`src/rtl/usrt_pkg.sv`:
```
// Shared USRT definitions: parity mode codes, transmit FSM states, frame-length helper.
package usrt_pkg;

  localparam logic [1:0] PAR_NONE = 2'b00;
  localparam logic [1:0] PAR_ODD  = 2'b01;
  localparam logic [1:0] PAR_EVEN = 2'b10;
  localparam logic [1:0] PAR_RSVD = 2'b11;

  typedef enum logic [2:0] {
    IDLE,
    START,
    DATA,
    PARITY,
    STOP
  } state_t;

  // Bit periods per frame: start + data + optional parity + stop.
  function automatic int frame_len(input int data_width, input int stop_bits, input logic par_en);
    return 1 + data_width + (par_en ? 1 : 0) + stop_bits;
  endfunction

endpackage

```
`src/rtl/usrt_tx_framer_if.sv`:
```
// Host-side handshake and line signals of the USRT transmit framer.
// With USRT_TX_BREAK_EN defined the interface also carries i_Break.
interface usrt_tx_framer_if #(parameter int DATA_WIDTH = 8);

  logic                  i_BitEn;
  logic                  i_Valid;
  logic [DATA_WIDTH-1:0] i_Data;
  logic [1:0]            i_Parity;
  logic                  o_Ready;
  logic                  o_Tx;
  logic                  o_Busy;
  logic                  o_Done;
`ifdef USRT_TX_BREAK_EN
  logic                  i_Break;

  modport master (output i_BitEn, i_Valid, i_Data, i_Parity, i_Break,
                  input  o_Ready, o_Tx, o_Busy, o_Done);
  modport slave  (input  i_BitEn, i_Valid, i_Data, i_Parity, i_Break,
                  output o_Ready, o_Tx, o_Busy, o_Done);
`else
  modport master (output i_BitEn, i_Valid, i_Data, i_Parity,
                  input  o_Ready, o_Tx, o_Busy, o_Done);
  modport slave  (input  i_BitEn, i_Valid, i_Data, i_Parity,
                  output o_Ready, o_Tx, o_Busy, o_Done);
`endif

endinterface

```
`src/rtl/usrt_parity_gen.sv`:
```
// Combinational parity bit for a USRT word; shared by transmit and receive paths.
module usrt_parity_gen
  import usrt_pkg::*;
#(
  parameter int DATA_WIDTH = 8
) (
  input  logic [DATA_WIDTH-1:0] data,
  input  logic [1:0]            mode,
  output logic                  par_bit,
  output logic                  par_en
);

  assign par_bit = (^data) ^ (mode == PAR_ODD);
  assign par_en  = (mode == PAR_ODD) || (mode == PAR_EVEN);

endmodule

```
`src/rtl/usrt_tx_framer.sv`:
```
// USRT transmit framer: start, data LSB first, optional parity, stop bits on o_Tx.
// Optional line break generation is built when USRT_TX_BREAK_EN is defined.
//
// state  | meaning
// IDLE   | line high, waiting for a word (or holding/recovering from break)
// START  | start bit (low) on the line
// DATA   | data bits, LSB first
// PARITY | parity bit
// STOP   | stop bit(s), high; last one may re-accept back-to-back
module usrt_tx_framer
  import usrt_pkg::*;
#(
  parameter int DATA_WIDTH = 8,
  parameter int STOP_BITS  = 1
) (
  input  logic           i_Pclk,
  input  logic           i_Rst_n,
  usrt_tx_framer_if.slave bus
);

  localparam int CNT_W = $clog2(DATA_WIDTH);
  localparam logic [CNT_W-1:0] DATA_LAST = CNT_W'(DATA_WIDTH - 1);
  localparam logic [CNT_W-1:0] STOP_LAST = CNT_W'(STOP_BITS - 1);

  state_t                state, state_nxt;
  logic [DATA_WIDTH-1:0] shreg, shreg_nxt;
  logic [CNT_W-1:0]      cnt, cnt_nxt;
  logic                  tx_q, tx_nxt;
  logic                  busy_q;
  logic                  par_bit_q, par_bit_nxt;
  logic                  par_en_q, par_en_nxt;
  logic                  gen_bit, gen_en;
  logic                  last_stop, ready, accept;
  logic                  brk_hold, idle_ok;

  usrt_parity_gen #(.DATA_WIDTH(DATA_WIDTH)) u_parity_gen (
    .data    (bus.i_Data),
    .mode    (bus.i_Parity),
    .par_bit (gen_bit),
    .par_en  (gen_en)
  );

`ifdef USRT_TX_BREAK_EN
  logic             brk_act, brk_act_nxt;
  logic [CNT_W-1:0] brk_cnt, brk_cnt_nxt;
  assign brk_hold = bus.i_Break;
  assign idle_ok  = !bus.i_Break && !brk_act;
`else
  assign brk_hold = 1'b0;
  assign idle_ok  = 1'b1;
`endif

  assign last_stop = (state == STOP) && (cnt == '0);
  // A break request mid-frame blocks the back-to-back re-accept so the line can go low.
  assign ready     = ((state == IDLE) && idle_ok) || (last_stop && bus.i_BitEn && !brk_hold);
  assign accept    = bus.i_Valid && ready;

  assign bus.o_Ready = ready;
  assign bus.o_Done  = last_stop && bus.i_BitEn;
  assign bus.o_Tx    = tx_q;
  assign bus.o_Busy  = busy_q;

  always_ff @(posedge i_Pclk or negedge i_Rst_n) begin
    if (!i_Rst_n) begin
      state     <= IDLE;
      shreg     <= '0;
      cnt       <= '0;
      tx_q      <= 1'b1;
      busy_q    <= 1'b0;
      par_bit_q <= 1'b0;
      par_en_q  <= 1'b0;
`ifdef USRT_TX_BREAK_EN
      brk_act   <= 1'b0;
      brk_cnt   <= '0;
`endif
    end else begin
      state     <= state_nxt;
      shreg     <= shreg_nxt;
      cnt       <= cnt_nxt;
      tx_q      <= tx_nxt;
      busy_q    <= (state_nxt != IDLE);
      par_bit_q <= par_bit_nxt;
      par_en_q  <= par_en_nxt;
`ifdef USRT_TX_BREAK_EN
      brk_act   <= brk_act_nxt;
      brk_cnt   <= brk_cnt_nxt;
`endif
    end
  end

  always_comb begin
    state_nxt   = state;
    shreg_nxt   = shreg;
    cnt_nxt     = cnt;
    tx_nxt      = tx_q;
    par_bit_nxt = par_bit_q;
    par_en_nxt  = par_en_q;
`ifdef USRT_TX_BREAK_EN
    brk_act_nxt = brk_act;
    brk_cnt_nxt = brk_cnt;
`endif

    case (state)
      IDLE: begin
        tx_nxt = 1'b1;
`ifdef USRT_TX_BREAK_EN
        if (bus.i_Break) begin
          tx_nxt      = 1'b0;
          brk_act_nxt = 1'b1;
          brk_cnt_nxt = STOP_LAST;
        end else if (brk_act && bus.i_BitEn) begin
          if (brk_cnt == '0) brk_act_nxt = 1'b0;
          else               brk_cnt_nxt = brk_cnt - 1'b1;
        end
`endif
      end
      START: begin
        if (bus.i_BitEn) begin
          tx_nxt    = shreg[0];
          shreg_nxt = shreg >> 1;
          cnt_nxt   = DATA_LAST;
          state_nxt = DATA;
        end
      end
      DATA: begin
        if (bus.i_BitEn) begin
          if (cnt != '0) begin
            tx_nxt    = shreg[0];
            shreg_nxt = shreg >> 1;
            cnt_nxt   = cnt - 1'b1;
          end else if (par_en_q) begin
            tx_nxt    = par_bit_q;
            state_nxt = PARITY;
          end else begin
            tx_nxt    = 1'b1;
            cnt_nxt   = STOP_LAST;
            state_nxt = STOP;
          end
        end
      end
      PARITY: begin
        if (bus.i_BitEn) begin
          tx_nxt    = 1'b1;
          cnt_nxt   = STOP_LAST;
          state_nxt = STOP;
        end
      end
      STOP: begin
        if (bus.i_BitEn) begin
          if (cnt != '0) begin
            cnt_nxt = cnt - 1'b1;
          end else begin
            tx_nxt    = 1'b1;
            state_nxt = IDLE;
          end
        end
      end
      default: begin
        tx_nxt    = 1'b1;
        state_nxt = IDLE;
      end
    endcase

    // Accept overrides the per-state update: from IDLE or from the final stop strobe.
    if (accept) begin
      state_nxt   = START;
      tx_nxt      = 1'b0;
      shreg_nxt   = bus.i_Data;
      cnt_nxt     = '0;
      par_bit_nxt = gen_bit;
      par_en_nxt  = gen_en;
    end
  end

endmodule

```
`src/flat_wrapper.sv`:
```
// flat-port wrapper written by rule: the top's interface ports become plain ports
module usrt_tx_framer_flat import usrt_pkg::*;
#(
  parameter int DATA_WIDTH = 8,
  parameter int STOP_BITS  = 1
)
  (i_Pclk, i_Rst_n, bus_i_BitEn, bus_i_Valid, bus_i_Data, bus_i_Parity, bus_o_Ready, bus_o_Tx, bus_o_Busy, bus_o_Done);
  usrt_tx_framer_if #(.DATA_WIDTH(DATA_WIDTH)) bus_i ();
  input  logic i_Pclk;
  input  logic i_Rst_n;
  input wire logic [$bits(bus_i.i_BitEn)-1:0] bus_i_BitEn;
  input wire logic [$bits(bus_i.i_Valid)-1:0] bus_i_Valid;
  input wire logic [$bits(bus_i.i_Data)-1:0] bus_i_Data;
  input wire logic [$bits(bus_i.i_Parity)-1:0] bus_i_Parity;
  output wire logic [$bits(bus_i.o_Ready)-1:0] bus_o_Ready;
  output wire logic [$bits(bus_i.o_Tx)-1:0] bus_o_Tx;
  output wire logic [$bits(bus_i.o_Busy)-1:0] bus_o_Busy;
  output wire logic [$bits(bus_i.o_Done)-1:0] bus_o_Done;
  assign bus_i.i_BitEn = bus_i_BitEn;
  assign bus_i.i_Valid = bus_i_Valid;
  assign bus_i.i_Data = bus_i_Data;
  assign bus_i.i_Parity = bus_i_Parity;
  assign bus_o_Ready = bus_i.o_Ready;
  assign bus_o_Tx = bus_i.o_Tx;
  assign bus_o_Busy = bus_i.o_Busy;
  assign bus_o_Done = bus_i.o_Done;
  usrt_tx_framer #(.DATA_WIDTH(DATA_WIDTH), .STOP_BITS(STOP_BITS)) u_core (.i_Pclk(i_Pclk), .i_Rst_n(i_Rst_n), .bus(bus_i));
endmodule
```
`config.mk`:
```
export PLATFORM = sky130hd
export DESIGN_NAME = usrt_tx_framer_flat
export DESIGN_NICKNAME = d
export VERILOG_FILES = /design/src/rtl/usrt_pkg.sv /design/src/rtl/usrt_tx_framer_if.sv /design/src/rtl/usrt_parity_gen.sv /design/src/rtl/usrt_tx_framer.sv /design/src/flat_wrapper.sv
export SDC_FILE = /design/constraint.sdc
export NUM_CORES = 1
export LEC_CHECK = 0
export BUFFER_PORTS_ARGS = -buffer_cell sky130_fd_sc_hd__buf_2
export CORE_MARGIN = 5
export CORE_UTILIZATION = 30
export DETAILED_ROUTE_END_ITERATION = 8
export PLACE_DENSITY_LB_ADDON = 0.3
export SLEW_MARGIN = 20
export SYNTH_ARGS = -nofsm -noshare
export SYNTH_HDL_FRONTEND = slang
export SYNTH_SLANG_ARGS = --single-unit
```
`constraint.sdc`:
```
create_clock -name i_Pclk -period 4.2 [get_ports i_Pclk]
set_clock_uncertainty 0.2 [all_clocks]
set_input_delay 0 -clock i_Pclk [delete_from_list [all_inputs] [get_ports i_Pclk]]
set_output_delay 0 -clock i_Pclk [all_outputs]
set_load 0.005 [all_outputs]
```
* After elaboration in Yosys (flattened, before gate mapping)
Cells that the tools add are included.
** Cells by class
- Add/sub/neg operators :: 1
- Equality and inequality tests :: 14
- Muxes and demuxes :: 32
- Bitwise logic cells :: 1
- Reduce and logical (&&, ||, !) cells :: 15
** Operators with widths (number)
- $mux 3 :: 16
- $mux 8 :: 4
- $ne 3x2->1 const B :: 6
- $pmux 8 s2 :: 1
- $pmux 3 s5 :: 1
- $pmux 3 s4 :: 1
- $reduce_bool 3->1 :: 3
- $mux 1 :: 8
- $reduce_xor 8->1 :: 1
- $reduce_and 7->1 :: 1
- $eq 3x2->1 const B :: 2
- $logic_not 3->1 :: 2
- $reduce_and 5->1 :: 1
- $reduce_bool 5->1 :: 1
- $ne 4x4->1 const B :: 1
- $pmux 1 s4 :: 1
- $reduce_and 4->1 :: 1
- $eq 3x1->1 const B :: 1
- $eq 3x3->1 const B :: 1
- $logic_and 1x1->1 :: 3
- $ne 3x1->1 const B :: 1
- $sub 3x1->3 const B :: 1
- $eq 2x1->1 const B :: 1
- $eq 2x2->1 const B :: 1
- other kinds (2) :: 3
** Storage, ports and cells
- Register bits after elaboration :: 18
- Input port bits :: 14
- Output and inout bits :: 4
- Word-level logic and storage cells :: 70

* Logic depth before layout (Yosys ltp)
Gate-level depths: netlist of run 1.
- Depth in word-level cells :: 7
- Gate-level depth with buffers :: 8
- Depth with buffers taken out :: 7

* Hierarchy
From an unflattened synthesis of run 1, not the netlist that was laid out.
** Unflattened totals
- Cells, all modules :: 135
- Area, all modules :: 1216.2 um^2
** Modules (own cells, without submodules)
- usrt_tx_framer :: times used 1, cells an instance 125, area each 1113.6 um^2, sequential area each 451.7 um^2
- usrt_parity_gen :: times used 1, cells an instance 10, area each 102.6 um^2, sequential area each 0.0 um^2

* Least setup slack after synthesis of run 1
OpenSTA, ideal clock, no wires.
- Path type :: reg-to-reg
- Start point :: register u_core.cnt[0]
- End point :: register u_core.shreg[5]
- Setup time :: 125 ps
- Arrival time :: 1723 ps
- Setup slack :: 2153 ps
- Stages on the path, launching flop included :: 9
- Cell sequence :: dfrtp_1 > inv_1 > ha_1 > nand3b_2 > a21boi_4 > nand2_4 > buf_6 > mux2_4 > mux2_2
** Between the ends
- Word-level cells in the longest chain between the ends :: 7
- Elaborated cells on any way between the ends :: 12
** RTL lines
- start, declared :: line usrt_tx_framer.sv:27 : logic [CNT_W-1:0] cnt, cnt_nxt;
- start signal, assigned :: line usrt_tx_framer.sv:79 : cnt <= cnt_nxt;
- $logic_not 3->1 * :: line usrt_tx_framer.sv:53 : assign last_stop = (state == STOP) && (cnt == '0);
- $logic_and 1x1->1 * :: line usrt_tx_framer.sv:53
- $logic_and 1x1->1 * :: line usrt_tx_framer.sv:55 : assign ready = ((state == IDLE) && idle_ok) || (last_stop && bus.i_BitEn && !brk_hold);
- $logic_or 1x1->1 * :: line usrt_tx_framer.sv:55
- via bus_o_Ready :: line flat_wrapper.sv:15 : output wire logic [$bits(bus_i.o_Ready)-1:0] bus_o_Ready;
- $logic_and 1x1->1 * :: line usrt_tx_framer.sv:56 : assign accept = bus.i_Valid && ready;
- $ne 3x1->1 (no source line), or another cell as far along
- $reduce_and 4->1 (no source line)
- end signal, assigned :: line usrt_tx_framer.sv:78 : shreg <= shreg_nxt;
- end, declared :: line usrt_tx_framer.sv:26 : logic [DATA_WIDTH-1:0] shreg, shreg_nxt;
Mark *: on every way through the listed nets, which the timed path passes. The rest lies on a longest branch.
A chain may end at the register's enable or synchronous reset.

* Final worst setup path of run 1
- Start point :: register u_core.cnt[0]
- End point :: register u_core.shreg[7]
** Between the ends
- Word-level cells in the longest chain between the ends :: 7
- Elaborated cells on any way between the ends :: 12
** RTL lines (line)
- $logic_not 3->1 :: usrt_tx_framer.sv:53
- $logic_and 1x1->1 :: usrt_tx_framer.sv:53
- $logic_and 1x1->1 :: usrt_tx_framer.sv:55
- $logic_or 1x1->1 :: usrt_tx_framer.sv:55
- $logic_and 1x1->1 :: usrt_tx_framer.sv:56
- $ne 3x1->1 (no source line), or another cell as far along
- $reduce_and 4->1 (no source line)
Parallel ways exist; a longest one is shown, timed or not.

==> results of run 1 <==
## sequential cells by signal, indices dropped and copies added (netlist names)
signal             cells
u_core.shreg           8
u_core.cnt             3
u_core.state           3
u_core.bus.o_Busy      1
u_core.bus.o_Tx        1
u_core.par_bit_q       1
u_core.par_en_q        1
## cells in the final DEF (no fill, tap or decap), types with 2 or more instances in the layout
cell / netlist / layout
buf_2: 1 / 17
dfrtp_1: 17 / 17
mux2_2: 13 / 13
dlygate4sd3_1: 0 / 13
o21ai_0: 11 / 11
nand2_1: 9 / 9
inv_1: 7 / 7
a21oi_1: 7 / 7
xnor2_1: 7 / 7
nor2_1: 5 / 5
clkbuf_8: 0 / 4
ha_1: 3 / 3
nand2b_1: 2 / 2
or3_1: 2 / 2
nand3_1: 2 / 2
a32oi_1: 2 / 2
o211a_1: 2 / 2
nor2b_1: 2 / 2
## power by group through the flow
stage               registers (W)  clock network (W)  logic (W)
detailed placement       0.000351                  0   0.000492
finish                   0.000350           0.000141   0.000504
CTS                      0.000350           0.000148   0.000511
floorplan                0.000307                  0   0.000442
global route             0.000364           0.000152   0.000574
global placement         0.000347                  0   0.000482
## final cells by class
class / count / area share, %
tap: 48 / 4.14
clock buffer: 4 / 3.80
multi-input combinational: 86 / 44.3
timing repair buffer: 30 / 14.8
inverter: 7 / 1.81
sequential: 18 / 31.1
## worst min-delay path by stage
| stage | end | from | slack, ns |
|---|---|---|---|
| floorplan | u_core.bus.o_Busy$_DFF_PN0_ | i_Rst_n | -0.50 |
| global placement | u_core.cnt[2]$_DFFE_PN0P_ | i_Rst_n | -0.24 |
| detailed placement | u_core.state[2]$_DFF_PN0_ | i_Rst_n | -0.24 |
| CTS | u_core.par_en_q$_DFFE_PN0N_ | bus_i_Valid | 0.009 |
| global route | u_core.par_bit_q$_DFFE_PN0N_ | bus_i_Valid | 0.04 |
| finish | u_core.cnt[2]$_DFFE_PN0P_ | i_Rst_n | 0.008 |
## metal layers
| layer | GRT usage, % | part of all wire [%] | vias to the layer above |
|---|---|---|---|
| met3 | 3.32 | 4.2 | 2 |
| li1 | - | - | 470 |
| met4 | 1.25 | 0.29 | 0 |
| met2 | 17.0 | 47 | 18 |
| met5 | 0 | 0 | - |
| met1 | 13.9 | 49 | 425 |
## synthesized netlist by cell type, types with 2 or more instances
library cell   n  area (um2)
a21oi_1        7        35.0
a32oi_1        2        17.5
buf_6          2        22.5
clkbuf_1       2        7.51
dfrtp_1       17         425
ha_1           3        37.5
inv_1          7        26.3
mux2_2        13         146
nand2_1        9        33.8
nand2b_1       2        12.5
nand3_1        2        10.0
nor2_1         5        18.8
nor2b_1        2        12.5
o211a_1        2        20.0
o21ai_0       11        55.1
or3_1          2        12.5
xnor2_1        7        61.3
## metrics by stage
step	hold slack (ns)	cells	cell area [um2]	util, %
floorplan	-0.496	116	1150	-
global placement	-0.241	176	1260	34.3
detailed placement	-0.242	176	1260	34.3
CTS	0.00905	193	1450	39.3
global route	0.0354	193	1450	39.3
finish	0.00793	193	1450	39.3
## cell families (layout without fill, tap and decap cells)
| kind of cell | after synthesis | count (layout) |
|---|---|---|
| AOI/OAI and AO/OA | 32 | 32 |
| buffers and inverters | 12 | 41 |
| muxes | 14 | 14 |
| and+or+nand+nor | 29 | 29 |
| adders and majority gates | 3 | 3 |
| DFF | 18 | 18 |
| xor gates and xnor gates | 8 | 8 |
==> impl_metrics.tcl, run 1 <==
set metrics [dict create \
    outcome "completed" \
    leakage_nw 0.658 \
    pre_cts_ws_ns 1.97 \
    ir_worst_vdd_uv 288 \
    cts_made_buffers 3 \
    multiInputGateArea_um2 642 \
    period_share_pct 60.4 \
    ios 18 \
    yosys.area_share.xor_xnor_pct 6.07 \
    drive_above_1_share_pct 27.6 \
    num_rows 22 \
    crit_chain "inv_1 -> ha_1 -> and2b_1 -> o22ai_1 -> a32oi_1 -> o22a_1 -> a32o_1 -> dlygate4sd3_1" \
    synth_top_family_by_area "compound AO/OA/AOI/OAI gates" \
    power.net_switching_w 0.000386 \
    min_path_type "in2async" \
    port_buffers 17 \
    post_drt_wl_per_cell_um 12.5 \
    p_sw_share_pct 38.8 \
    startpoint "u_core.cnt[0]$_DFFE_PN0P_" \
    reg2reg_depth 8 \
    share_comb_of_total_power_pct 50.6 \
    clk_latency_ns 0.25 \
    die_h_um 72.0 \
    p_seq_share_pct 35.2 \
    path_buf_inv 2 \
    grt_pass1_wl_mm 4.36 \
    viasPerCell 4.74 \
    ant_nets 0 \
    cts_max_level 1 \
    die_w_um 72.0 \
    hold_viol 0 \
    die_area_mm2 0.00519 \
    cp.required_ns 4.14 \
    cts_hold_buf 13 \
    grt_pass1_vias 962 \
    syn-num-nets 133 \
    cts.repair.resized 0 \
    clockRootBuffer "clkbuf_8" \
    drt_first_pass_iters 4 \
    area_growth_pct 25.6 \
    synth-compound-area-share_pct 18.5 \
    finalSetupTns_ns 0 \
    netlist_instances 116 \
    criticalPathCategory "reg2reg" \
    cp.arrival_ns 2.47 \
    gp_congestion 0.799 \
    clkPwrFrac_pct 14.2 \
    cp-end-kind "register" \
    synth-simple-area-share_pct 13.8 \
    drt-initial-drc-count 27 \
    overflow 0 \
    ys.flop_type "dfrtp_1" \
    fillCellCount 375 \
    finalPower_w 0.000995 \
    synthDistinctLibCells 38 \
    yosysSeqAreaShare_pct 39.1 \
    syn_area_mm2 0.00115 \
    start_kind "register" \
    dp_hpwl_mm 1.84 \
    reg2reg_from "u_core.cnt[0]$_DFFE_PN0P_" \
    clkTransAtPathRegs_ns 0.07 \
    slew_viol_final 0 \
    rsz0062_at_grt "false" \
    yosys_register_bits 18 \
    async_flop_share_pct 100 \
    synth-warning-count 0 \
    cpPeakStageDelay_ns 0.55 \
    p_int_w 0.000609 \
    crit_end "u_core.shreg[7]$_DFFE_PN0P_" \
    slew_headroom_pct 68.4 \
    cts_setup_buffers 0 \
    routed_wirelength_mm 2.41 \
    grt_start_max_net_pins 19 \
    drc 0 \
    p_per_area_mw_per_mm2 686 \
    max_clock_freq_mhz 394 \
    critical_path.slowest_cell "dlygate4sd3_1" \
    cp.depth 8 \
    coreArea_mm2 0.00369 \
    rr_endpoint "u_core.shreg[7]$_DFFE_PN0P_" \
    synth_edf_count 0 \
    timing.final.ws_setup_ns 1.66 \
    regArea_um2 452 \
    worst_pin_slew_ns 0.474 \
    finalSetupViolations 0 \
    numClockSinks 18 \
    antenna_found_initial 0 \
    worstPathMaxFanout 8 \
    route.vias.total 915 \
    cts_tree "done" \
    fin_crit_ns 2.54 \
    finalNetCount 163 \
    grt_usage_pct 10.4 \
    synth.avg_cell_area_um2 9.96 \
    synthAdderAreaFrac_pct 3.25 \
    diodes 0 \
    synth_mux_area_share_pct 14.0 \
    r2r_slack_ns 1.66 \
    clock_path_buffers 2 \
    drv_cap 0 \
    start_util_pct 31.3 \
    critPathTopFamily "compound AO/OA/AOI/OAI gates" \
]
No activity file was read; power rests on OpenSTA's default activity.
==> run 2: changes to the inputs <==
- clock period: 4.2 -> 2.2 ns (I/O delays scaled with it)
==> run 2 against run 1 <==
Sequential share of layout area fell by 0.45 points. Register-to-register slack got worse by 1.5 ns. Combinational power rose by 110%. Critical endpoint is now u_core.shreg[5]$_DFFE_PN0P_. Global-route usage rose by 0.54 points. Cell count rose by 2.1%. Sequential power rose by 78%. First-iteration DRC count rose by 15%. Worst setup slack got worse by 1.5 ns. Clock power rose by 67%.
==> impl_metrics.tcl, run 2 (synthesis results as in run 1) <==
set metrics [dict create \
    cp.required_ns 2.14 \
    reg.largest.list "u_core.shreg: 8 flops, u_core.cnt: 3 flops, u_core.state: 3 flops" \
    port_buffers 17 \
    fillCellCount 369 \
    pre_cts_ws_ns -0.00187 \
    coreArea_mm2 0.00369 \
    ios 18 \
    grt_start_max_net_pins 19 \
    numPlacedInstances 180 \
    max_clock_freq_mhz 480 \
    drt_first_pass_iters 4 \
    cts_setup_buffers 0 \
    clock_path_buffers 2 \
    grt_usage_pct 11.0 \
    worstPathMaxFanout 8 \
    die_h_um 72.0 \
    clockRootBuffer "clkbuf_8" \
    timing.final.ws_setup_ns 0.118 \
    route.vias.total 960 \
    outcome "completed" \
    finalPower_w 0.00192 \
    start_util_pct 31.3 \
    drive_above_1_share_pct 29.5 \
    slew_headroom_pct 72.9 \
    layout_common_cells "buf_2, dfrtp_1, mux2_2, dlygate4sd3_1, o21ai_0" \
    finalNetCount 167 \
    wl_met3_um 150 \
    die_area_mm2 0.00519 \
    cts_tree "done" \
    viasPerCell 4.87 \
    gp_congestion 0.796 \
    hold-worst-slack_ns 0.0203 \
    min_path_type "in2async" \
    largest_reg_flops 8 \
    die_w_um 72.0 \
    p_per_area_mw_per_mm2 1310 \
    post_drt_wl_per_cell_um 13.2 \
    cts_max_level 1 \
    fin_crit_ns 2.08 \
    period_share_pct 94.6 \
    hold_viol 0 \
    rsz0062_at_grt "false" \
    dp_hpwl_mm 1.92 \
    grt_pass1_wl_mm 4.51 \
    routed.top_layer "met4" \
    numClockSinks 18 \
    ant_nets 0 \
    met2WireLength_mm 1.31 \
    cp.arrival_ns 2.03 \
    finalNonFillerCells 197 \
    overflow 0 \
    slew_viol_final 0 \
    antenna_found_initial 0 \
    clk_latency_ns 0.25 \
    num_rows 22 \
    area_growth_pct 27.4 \
    leakage_nw 0.670 \
    drt-initial-drc-count 31 \
    drv_cap 0 \
    start_kind "register" \
    largest_register "u_core.shreg" \
    worst_pin_slew_ns 0.407 \
    finalSetupViolations 0 \
    clkTransAtPathRegs_ns 0.07 \
    wl_met1_mm 1.13 \
    ir_worst_vdd_uv 733 \
    cts_made_buffers 3 \
    routed_wirelength_mm 2.60 \
    criticalPathCategory "reg2reg" \
    drc 0 \
    cp-end-kind "register" \
    grt_pass1_vias 940 \
    diodes 0 \
]
[run 2: final cells by class]
| class | instances | area, um2 | share of cell area [%] |
|---|---|---|---|
| multi-input cells | 86 | 643 | 43.7 |
| flip-flops and latches | 18 | 452 | 30.7 |
| repair buffers | 34 | 245 | 16.7 |
| well taps | 48 | 60.1 | 4.08 |
| clock buffers | 4 | 45.0 | 3.06 |
| inverters | 7 | 26.3 | 1.79 |
[run 2: metal layers]
metal / up-vias / global-route usage, %
met2: 32 / 18.5
met1: 449 / 13.3
met4: 0 / 3.13
met3: 2 / 3.60
met5: - / 0
li1: 477 / -
[run 2: path summary, 6_finish.rpt]
kind | cells past startpoint | from | endpoint | slack, ns
min | 2 | i_Rst_n | u_core.cnt[2]$_DFFE_PN0P_ | 0.02
min in group i_Pclk | 2 | u_core.bus.o_Tx$_DFFE_PN1P_ | u_core.bus.o_Tx$_DFFE_PN1P_ | 0.27
min reg2reg | 2 | u_core.bus.o_Tx$_DFFE_PN1P_ | u_core.bus.o_Tx$_DFFE_PN1P_ | 0.27
max in group asynchronous | 2 | i_Rst_n | u_core.bus.o_Tx$_DFFE_PN1P_ | 1.46
max reg2reg | 7 | u_core.cnt[0]$_DFFE_PN0P_ | u_core.shreg[5]$_DFFE_PN0P_ | 0.12
max | 7 | u_core.cnt[0]$_DFFE_PN0P_ | u_core.shreg[5]$_DFFE_PN0P_ | 0.12
[run 2: repair_timing]
action,in CTS,in global routing
hold buffers,13,0
endpoints found under the hold margin,29,0
gates resized for setup,1,0
setup endpoints to repair,7,0
[run 2: metrics by stage]
step	util (%)	setup TNS [ns]	area (um2)
after floorplan	-	0	1150
after global placement	35.1	0	1290
after detailed placement	35.1	-0.00187	1290
after CTS	39.9	0	1470
after global routing	39.9	0	1470
final	39.9	0	1470
[run 2: power by group]
group / switching (W) / internal (W)
registers: 0.000120 / 0.000503
clock network: 0.000108 / 0.000129
logic: 0.000524 / 0.000538
total: 0.000752 / 0.00117
[run 2: critical path, stage by stage (launching register included)]
cell,delay (ns)
dfrtp_1,0.40
inv_1,0.08
ha_1,0.20
nand3b_2,0.15
a21boi_4,0.25
nand2_4,0.12
mux2_4,0.31
mux2_2,0.26
==> run 3: changes to the inputs <==
- ABC_AREA: not set -> 1
- GPL_TIMING_DRIVEN: not set -> 0
==> run 3 against run 2 <==
First-iteration DRC count is 6.5% higher. Design area is 8.2% higher. Global-route usage is 0.67 points lower. Core utilization is 0.67 points lower. Register-to-register slack better by 0.22 ns. Sequential power is 4.5% lower. Routed wire length hardly changed. Critical path type unchanged. Largest power group unchanged. Highest routed layer unchanged.
==> impl_metrics.tcl, run 3 <==
set metrics [dict create \
    outcome "completed" \
    cp.arrival_ns 1.79 \
    synth_commonest_cells "nand2_1, inv_1, dfrtp_1" \
    post-route-util_pct 39.2 \
    viasPerCell 4.30 \
    period_share_pct 84.5 \
    drive_above_1_share_pct 16.9 \
    criticalPathCategory "reg2reg" \
    timing.final.ws_setup_ns 0.340 \
    reg.largest.list "u_core.shreg: 8 flops, u_core.cnt: 3 flops, u_core.state: 3 flops" \
    numClockSinks 18 \
    cp-end-kind "register" \
    hold_viol 0 \
    grt_pass1_vias 1089 \
    clkPwrFrac_pct 11.8 \
    netlist_instances 192 \
    hold-worst-slack_ns 0.000857 \
    overflow 0 \
    gp_congestion 0.769 \
    layout_common_cells "nand2_1, inv_1, buf_2" \
    synth.avg_cell_area_um2 6.66 \
    num_rows 23 \
    post_drt_wl_per_cell_um 9.46 \
    clkTransAtPathRegs_ns 0.07 \
    cts_max_level 1 \
    min_path_type "in2reg" \
    whs_path_depth 4 \
    p_int_w 0.00106 \
    crit_top_cell "nand2_1" \
    finalSetupViolations 0 \
    power.net_switching_w 0.000900 \
    yosys_register_bits 18 \
    coreArea_mm2 0.00406 \
    largest_register "u_core.shreg" \
    netlist.area_leader.share_pct 33.3 \
    crit_end "u_core.shreg[6]$_DFFE_PN0P_" \
    r2r_slack_ns 0.34 \
    dp_hpwl_mm 1.98 \
    synth-warning-count 0 \
    worstPathMaxFanout 10 \
    grt_pass1_wl_mm 4.58 \
    layout_commonest_cell "nand2_1" \
    drt-initial-drc-count 33 \
    p_per_area_mw_per_mm2 1230 \
    clk_latency_ns 0.24 \
    routed_wirelength_mm 2.60 \
    leakage_nw 0.919 \
    area_growth_pct 24.5 \
    port_buffers 17 \
    synthDistinctLibCells 27 \
    grt_start_max_net_pins 19 \
    async_flop_share_pct 100 \
    syn_area_mm2 0.00128 \
    pre_cts_ws_ns 0.334 \
    syn-num-nets 209 \
    die_h_um 75.3 \
    yosysSeqAreaShare_pct 35.3 \
    cts_setup_buffers 0 \
    yosys.area.top_type "dfrtp_1" \
    die_w_um 75.3 \
    rr_endpoint "u_core.shreg[6]$_DFFE_PN0P_" \
    reg2reg_from "u_core.cnt[0]$_DFFE_PN0P_" \
    p_seq_share_pct 30.4 \
    slew_headroom_pct 72.3 \
    crit_chain "inv_1 -> ha_1 -> inv_1 -> nor2_4 -> nand2_4 -> nand2_1 -> nand3_2 -> buf_6 -> nand2_4 -> inv_4 -> nand2_1 -> nand2_1" \
    start_util_pct 31.5 \
    synthTopCellsByArea "dfrtp_1, nand2_1, inv_1" \
    ios 18 \
    drc 0 \
    startpoint "u_core.cnt[0]$_DFFE_PN0P_" \
    start_kind "register" \
    clock_path_buffers 2 \
    cts_made_buffers 3 \
    slew_viol_final 0 \
    diodes 0 \
    max_clock_freq_mhz 538 \
    ys.flop_type "dfrtp_1" \
    fin_crit_ns 1.86 \
    cp.required_ns 2.13 \
    synth_edf_count 0 \
    drv_cap 0 \
    ant_nets 0 \
    grt_usage_pct 10.3 \
    largest_reg_flops 8 \
    p_sw_share_pct 46.0 \
    share_comb_of_total_power_pct 57.7 \
    finalSetupTns_ns 0 \
    critical_path.slowest_cell "dfrtp_1" \
    worst_pin_slew_ns 0.416 \
    cpPeakStageDelay_ns 0.38 \
    route.vias.total 1183 \
    die_area_mm2 0.00567 \
    fillCellCount 433 \
    yosys.cell_count.top_type "nand2_1" \
    finalPower_w 0.00196 \
    ir_worst_vdd_uv 421 \
    clockRootBuffer "clkbuf_8" \
    cts_tree "done" \
    antenna_found_initial 0 \
    reg2reg_depth 12 \
    rsz0062_at_grt "false" \
    drt_first_pass_iters 4 \
    finalNetCount 243 \
]
[run 3: cell types whose count changed after synthesis, moves of 5 or more]
cell	change
mux2_2	-13
nand2_1	+73
inv_1	+19
nor2_1	+7
o21ai_0	-5
xnor2_1	-6
nand3_1	+8
[run 3: worst min path at each step]
| stage | from | endpoint | slack, ns |
|---|---|---|---|
| CTS | bus_i_Valid | u_core.state[0]$_DFF_PN0_ | 0.004 |
| detailed placement | i_Rst_n | u_core.shreg[6]$_DFFE_PN0P_ | -0.24 |
| finish | bus_i_Valid | u_core.state[0]$_DFF_PN0_ | 0.0009 |
| global route | bus_i_Valid | u_core.state[0]$_DFF_PN0_ | 0.04 |
| global placement | i_Rst_n | u_core.shreg[6]$_DFFE_PN0P_ | -0.24 |
| floorplan | i_Rst_n | u_core.bus.o_Busy$_DFF_PN0_ | -0.50 |
[run 3: through the flow]
step | cell area, um2 | cells
floorplan | 1280 | 192
global placement | 1430 | 259
detailed placement | 1430 | 259
CTS | 1590 | 275
global route | 1590 | 275
finish | 1590 | 275
[run 3: per-layer routing]
| layer | vias up | part of all wire, % | track usage [%] |
|---|---|---|---|
| met1 | 515 | 51 | 13.9 |
| met5 | - | 0 | 0 |
| li1 | 654 | - | - |
| met4 | 0 | 0.65 | 3.50 |
| met2 | 12 | 45 | 16.6 |
| met3 | 2 | 3.5 | 1.74 |
[run 3: cell type report]
type	instances	area (um2)	share of cell area [%]
multi-input cells	142	686	43.1
flip-flops and latches	18	452	28.4
repair buffers	29	205	12.9
inverters	29	114	7.15
well taps	50	62.6	3.93
clock buffers	4	45.0	2.83
plain buffers	3	27.5	1.73
[run 3: power by group through the flow]
stage / sequential (W) / clock [W] / combinational [W]
5_1_grt: 0.000620 / 0.000260 / 0.00133
3_5_place_dp: 0.000603 / 0 / 0.00113
2_1_floorplan: 0.000580 / 0 / 0.000911
4_1_cts: 0.000597 / 0.000243 / 0.00115
3_3_place_gp: 0.000599 / 0 / 0.00113
6_report: 0.000595 / 0.000231 / 0.00113
[run 3: cell families after synthesis]
kind of cell	synth area share, %
adders and majority gates	2.94
AOI/OAI and AO/OA	6.16
xor gates and xnor gates	2.06
DFF	35.3
and+or+nand+nor	42.5
buffers and inverters	11.1
[run 3: timing repair]
action | in CTS | in global routing
endpoints found under the hold margin | 28 | 0
hold buffers | 12 | 0
gates resized for setup | 0 | 0
[run 3: worst max-delay path, delay by kind of cell, from the launching register on]
family                     cells  cell delay (ns)
adders and majority gates      1             0.17
buffers and inverters          4             0.39
DFF                            1             0.38
and+or+nand+nor                7             0.60
